**src/rtl/led_pkg.sv**
```systemverilog
// rtl/led_pkg.sv - shared constants and helpers for the LED comet-tail fader
package led_pkg;

  localparam int DEFAULT_DECAY_TICKS = 50000;
  localparam int DEFAULT_DECAY_STEP  = 4;

  function automatic int bright_max(input int w);
    return (1 << w) - 1;
  endfunction

  // Saturating decrement: fading never wraps back to full brightness.
  function automatic int sat_dec(input int b, input int step);
    return (b > step) ? b - step : 0;
  endfunction

endpackage

```
**src/rtl/fade_channel.sv**
```systemverilog
// rtl/fade_channel.sv - one LED channel: brightness register, update priority, PWM compare
module fade_channel
  import led_pkg::*;
#(
  parameter int BRIGHT_W   = 8,
  parameter int PWM_W      = 8,
  parameter int DECAY_STEP = DEFAULT_DECAY_STEP
) (
  input  logic                clk,
  input  logic                rst,
  input  logic                enable,
  input  logic                set,
  input  logic                decay_tick,
  input  logic [PWM_W-1:0]    pwm_cnt,
  output logic                led,
  output logic [BRIGHT_W-1:0] bright
);

  localparam logic [BRIGHT_W-1:0] MAX = BRIGHT_W'(bright_max(BRIGHT_W));

  logic [BRIGHT_W-1:0] b;
  int                  dec;

  always_comb begin
    dec = sat_dec(int'(b), DECAY_STEP);
  end

  always_ff @(posedge clk) begin
    if (rst) begin
      b   <= '0;
      led <= 1'b0;
    end else begin
      led <= enable & (set | (pwm_cnt < b[BRIGHT_W-1 -: PWM_W]));
      if (enable) begin
        // A lit pattern bit wins over a decay landing in the same cycle.
        if (set)
          b <= MAX;
        else if (decay_tick)
          b <= BRIGHT_W'(dec);
      end
    end
  end

  assign bright = b;

endmodule

```
**src/rtl/led_fader.sv**
```systemverilog
// rtl/led_fader.sv - fades cleared LED pattern bits out through per-channel PWM
module led_fader
  import led_pkg::*;
#(
  parameter int CHANNELS    = 8,
  parameter int BRIGHT_W    = 8,
  parameter int PWM_W       = 8,
  parameter int DECAY_TICKS = DEFAULT_DECAY_TICKS,
  parameter int DECAY_STEP  = DEFAULT_DECAY_STEP
) (
  input  logic                clk,
  input  logic                rst,
  input  logic [CHANNELS-1:0] pattern_in,
  input  logic                enable,
  output logic [CHANNELS-1:0] led_out,
  output logic                busy,
  output logic                decay_tick
);

  localparam int PRE_W = (DECAY_TICKS > 1) ? $clog2(DECAY_TICKS) : 1;
  localparam logic [PRE_W-1:0] PRE_LAST = PRE_W'(DECAY_TICKS - 1);

  logic [CHANNELS-1:0] pattern_q;
  logic [PRE_W-1:0]    presc;
  logic [PWM_W-1:0]    pwm_cnt;
  logic [BRIGHT_W-1:0] bright [CHANNELS];

  always_ff @(posedge clk) begin
    if (rst) begin
      pattern_q  <= '0;
      presc      <= '0;
      pwm_cnt    <= '0;
      decay_tick <= 1'b0;
    end else begin
      pattern_q  <= pattern_in;
      decay_tick <= enable && (presc == PRE_LAST);
      if (enable) begin
        presc   <= (presc == PRE_LAST) ? '0 : presc + 1'b1;
        pwm_cnt <= pwm_cnt + 1'b1;
      end
    end
  end

  for (genvar i = 0; i < CHANNELS; i++) begin : g_ch
    fade_channel #(
      .BRIGHT_W  (BRIGHT_W),
      .PWM_W     (PWM_W),
      .DECAY_STEP(DECAY_STEP)
    ) u_ch (
      .clk       (clk),
      .rst       (rst),
      .enable    (enable),
      .set       (pattern_q[i]),
      .decay_tick(decay_tick),
      .pwm_cnt   (pwm_cnt),
      .led       (led_out[i]),
      .bright    (bright[i])
    );
  end

  always_comb begin
    busy = 1'b0;
    for (int i = 0; i < CHANNELS; i++)
      busy = busy | (|bright[i]);
  end

endmodule

```
**config.mk**
```make
export PLATFORM = sky130hd
export DESIGN_NAME = led_fader
export DESIGN_NICKNAME = d
export VERILOG_FILES = /design/src/rtl/led_pkg.sv /design/src/rtl/fade_channel.sv /design/src/rtl/led_fader.sv
export SDC_FILE = /design/constraint.sdc
export NUM_CORES = 1
export LEC_CHECK = 0
export CAP_MARGIN = 40
export CORE_MARGIN = 2
export CORE_UTILIZATION = 45
export CTS_CLUSTER_DIAMETER = 120
export DETAILED_ROUTE_END_ITERATION = 16
export PLACE_DENSITY = 0.69
export SKIP_LAST_GASP = 1
export SYNTH_ARGS = -nofsm -noshare
export SYNTH_HDL_FRONTEND = slang
export SYNTH_SLANG_ARGS = --single-unit
```
**constraint.sdc**
```tcl
create_clock -name clk -period 1.78 [get_ports clk]
set_input_delay 0.356 -clock clk [delete_from_list [all_inputs] [get_ports clk]]
set_output_delay 0.356 -clock clk [all_outputs]
set_load 0.02 [all_outputs]
```
## After elaboration in Yosys (flattened, before gate mapping)

Cells that the tools add are included.

- Register bits: 105
- Word-level logic and storage cells: 120
- Output and inout port bits: 10

- Reduce and logical (&&, ||, !) cells: 25
- Magnitude comparators: 16
- $add $sub $neg: 10
- Bitwise gates (word level): 23
- Multiplexer cells: 25
- Equal/unequal tests: 1

Operators with widths:

| operator | number |
|---|---|
| two-way mux 8 bit | 24 |
| > comparator 8 x 3 -> 1 bit (second input constant) | 8 |
| < comparator 8 bit | 8 |
| OR reduction 8 bit | 8 |
| subtractor 8 x 3 -> 8 bit (second input constant) | 8 |
| adder 16 x 1 -> 16 bit (second input constant) | 1 |
| equality test 16 bit (second input constant) | 1 |
| two-way mux 16 bit | 1 |
| AND reduction 2 bit | 8 |
| nonzero test 2 bit | 8 |
| OR 1 bit | 15 |
| adder 8 x 1 -> 8 bit (second input constant) | 1 |
| bitwise AND 1 bit | 8 |
| logical AND 1 bit | 1 |

## Logic depth before layout (Yosys ltp)

- Depth in word-level cells: 8
- Mapped depth: 6
- Depth with buffers taken out: 6

## Cells and area by module

Synthesis repeated with hierarchy kept, for this count alone.

- Cell total of the unflattened synthesis: 707
- Area total of the unflattened synthesis: 6314.8 um^2

Modules (own cells, without submodules):

| module | area an instance (um^2) | instances | cells each |
|---|---|---|---|
| fade_channel (g_ch[0].u_ch ...) | 608.1 | 7 | 69 |
| led_fader | 1482.7 | 1 | 158 |
| fade_channel (g_ch[4].u_ch) | 575.6 | 1 | 66 |

## Least setup slack after synthesis

Ideal clock, no wire load.

- Path kind: register to register
- Start point: register presc[7]
- End point: register presc[0]
- Slack: -0.043 ns
- Path buffers: 1
- Setup time: 0.115 ns
- Required time: 1.665 ns
- Data arrival time: 1.708 ns
- Clock period less this slack: 1.823 ns
- Cell stages (with the launch flop): 6
- Cell sequence: dfxtp_1 -> or4b_1 -> or4_4 -> o21bai_4 -> buf_6 -> nor2_1

- Word-level cells in the longest chain between the ends: 2

RTL lines:

| element | line | text |
|---|---|---|
| start: declaration | led_fader.sv:24 | `logic [PRE_W-1:0] presc;` |
| start signal: assignment | led_fader.sv:38 | `presc <= (presc == PRE_LAST) ? '0 : presc + 1'b1;` |
| equality test 16 bit | led_fader.sv:38 |  |
| two-way mux 16 bit | led_fader.sv:38 |  |

Every way passes these cells.
A chain may end at the register's enable or synchronous reset.

## Worst setup path after layout

- Start point: register g_ch[4].u_ch.b[4]
- End point: output port busy

- Word-level cells in the longest chain between the ends: 5

RTL lines:

| element | line | text |
|---|---|---|
| start: declaration | fade_channel.sv:21 | `logic [BRIGHT_W-1:0] b;` |
| start signal: assignment | fade_channel.sv:39 | `b <= BRIGHT_W'(dec);` |
| OR reduction 8 bit | led_fader.sv:64 | `busy = busy \| (\|bright[i]);` |
| OR 1 bit (4 in a row) | led_fader.sv:64 |  |
| end: declaration | led_fader.sv:16 | `output logic busy,` |

Every way passes these cells.

==> results.json <==
{
  "status": "finished, violations left",
  "violations": "negative setup slack",
  "drt.antenna.violating_nets": 0,
  "port_buffers": 20,
  "grt_max_degree": 26,
  "final_nets": 960,
  "ys_seq_area_share_pct": 32.8,
  "hold_class": "in2reg",
  "start_kind": "register",
  "final_util_pct": 61.4,
  "grt_pass1_vias": 5860,
  "clock-sinks": 97,
  "slew_headroom_pct": 64.6,
  "die_h_microns": 119,
  "rsz0062_at_grt": "true",
  "grt_pass1_wl_mm": 27.3,
  "final.setup.worst_slack_ns": -0.468,
  "vdd_drop_max_uv": 514,
  "ys_ff_latch": 97,
  "drcViolationCount": 0,
  "worstMarginPinSlew_ns": 0.527,
  "worstPathRequired_ns": 1.42,
  "synthesis.nets": 812,
  "drtIter0Drc": 369,
  "stdcell_area_sq_mm": 0.00781,
  "end_kind": "output port",
  "syn_area_sq_mm": 0.00591,
  "clock_path_buffers": 2,
  "dpl_cell_area_sq_mm": 0.00729,
  "cts_made_buffers": 9,
  "final-hold-violation-count": 0,
  "wirelength_mm": 16.6,
  "antenna_found_initial": 0,
  "report.final.slew_viol_count": 0,
  "dieArea_sq_mm": 0.0141,
  "fin_crit_sh_pct": 126,
  "syn_avg_cell_area_sq_um": 8.14,
  "vias_per_cell": 5.63,
  "die_w_microns": 119,
  "min_period_ns": 2.25,
  "power.leakage_nw": 3.22,
  "clock_skew_ns": 0.00908,
  "grt_overflow_total": 0,
  "clkLatencyLatePin_ns": 0.35,
  "hpwl_mm": 12.1,
  "setup_viol": 16,
  "setup_tns_ns": -2.78,
  "synth_warnings": 0,
  "yosysUniqueCellTypes": 46,
  "maxCapViolCount": 0,
  "start_util_pct": 46.5,
  "yosysTopAreaCellShare_pct": 32.8,
  "synth_area_leaders": "dfxtp_1 (33%), ha_1 (16%), a21oi_1 (5.0%)",
  "power_density_mw_per_mm2": 780,
  "clk_pin_slew_ns": 0.07,
  "tritoncts": "yes",
  "worst_hold_slack_ns": 0.414,
  "place.gp.congestion": 0.883,
  "vias": 5919,
  "synthCells": 727,
  "drive_gt1_share_pct": 22.7,
  "cp_max_fo": 2,
  "firstDrtPassIters": 5,
  "cts_root_buf": "clkbuf_16",
  "timing.fmax_mhz": 445,
  "wl_per_cell_microns": 15.8,
  "areaGrowthSynthToFinish_pct": 32.0,
  "cts.htree.levels": 3,
  "coreArea_sq_mm": 0.0127,
  "track_usage_pct": 23.6,
  "n_antenna_cell": 0,
  "worstSetupPathType": "reg2out",
  "synth_top_area_cell": "dfxtp_1",
  "cp.arrival_ns": 1.89,
  "rows": 41,
  "pin_count": 21
}
## path summary, 6_finish.rpt
kind               end  slack [ns]  cells after the start              startpoint
max               busy       -0.47                      6  g_ch[4].u_ch.bright[4]
min           presc[1]        0.41                      2                     rst
max reg2reg   presc[4]       -0.19                      6                presc[5]
min reg2reg  presc[15]        0.52                      2               presc[15]
## flip-flops by register name (all words and copies together), names as in the netlist
name,flops
g_ch.u_ch.led,8
pattern_q,8
decay_tick,1
presc,16
pwm_cnt,8
g_ch.u_ch.bright,56
## worst max-delay path, stage by stage (launching register included)
cell	delay [ns]
dfxtp_1	0.34
nor4_4	0.32
nand2_1	0.15
nor4_2	0.26
buf_4	0.15
nand4_1	0.12
buf_4	0.20
## power by group
part / internal [mW] / switching (mW)
Sequential: 2.30 / 0.102
Combinational: 0.690 / 0.742
Clock: 1.40 / 0.854
## logic make-up after synthesis
family | share of synthesized area (%)
AND/OR/NAND/NOR | 22.6
multiplexers | 1.69
adder cells (fa/ha/maj) | 15.7
AO/OA/AOI/OAI | 18.2
flip-flops | 32.8
buffers and inverters | 6.37
XOR/XNOR | 2.67
## placed cells by master (no fill, tap or decap), types with 5 or more instances in the layout
cell type / count
a211oi_1: 7
a21o_1: 6
a21oi_1: 57
a31oi_1: 28
buf_4: 138
buf_6: 5
clkbuf_16: 9
clkdlybuf4s50_1: 16
dfxtp_1: 88
dfxtp_2: 9
ha_1: 74
inv_1: 62
mux2i_1: 10
nand2_1: 61
nand3_1: 15
nand3b_1: 8
nand4_1: 19
nor2_1: 40
nor2_2: 6
nor2b_1: 17
nor3_1: 28
nor3b_1: 6
nor4_1: 12
o211ai_1: 7
o21a_1: 7
o21ai_0: 50
or3_1: 10
or4_1: 5
xnor2_1: 11
xor2_1: 7
## through the flow
| step | power (mW) | cells | setup slack [ns] |
|---|---|---|---|
| global placement | 3.74 | 1033 | -0.574 |
| global route | 6.39 | 1052 | -0.610 |
| floorplan | 3.20 | 727 | -0.0390 |
| detailed placement | 3.80 | 1033 | -0.605 |
| CTS | 6.10 | 1052 | -0.469 |
| finish | 6.10 | 1052 | -0.468 |
## cell type report
class,instances,area [sq um]
clock buffer,10,239
clock inverter,6,105
fill,1134,4910
inverter,62,233
multi-input combinational,540,3730
sequential,97,1950
tap,172,215
timing repair buffer,165,1340
## cell usage after synthesis (all sizes together)
| library cell | instances |
|---|---|
| xnor2 | 11 |
| a21o | 6 |
| clkbuf | 16 |
| nor2b | 17 |
| or2 | 1 |
| o311ai | 1 |
| a21oi | 59 |
| a211oi | 8 |
| inv | 62 |
| nand2b | 4 |
| nand3b | 8 |
| or4b | 4 |
| o21a | 7 |
| o21ai | 53 |
| nand3 | 15 |
| a22oi | 2 |
| buf | 12 |
| xor2 | 7 |
| nand2 | 61 |
| nand4 | 19 |
| or3 | 10 |
| mux2i | 10 |
| o21bai | 1 |
| nor4bb | 1 |
| o221ai | 2 |
| a41o | 1 |
| o211ai | 7 |
| dfxtp | 97 |
| nand4bb | 2 |
| o31ai | 3 |
| ha | 74 |
| nor3b | 6 |
| nor3 | 29 |
| nor4b | 3 |
| and3 | 1 |
| nor2 | 50 |
| nor4 | 18 |
| or4 | 7 |
| a31oi | 28 |
| o41ai | 4 |
## timing repair
action,4_1_cts,5_1_grt
cloned,1,0
endpoints found under the setup margin,21,21
hold buffers,0,0
pin swaps,11,10
setup buffers,2,1
hold endpoints to repair,0,0
resized for setup,22,27
## metal layers
metal / GRT usage [%] / routed length (microns)
met2: 40.3 / 8130
met5: 0 / 0
met1: 29.4 / 7190
met3: 4.05 / 898
met4: 9.67 / 406
Power figures use the tool's default switching activity.
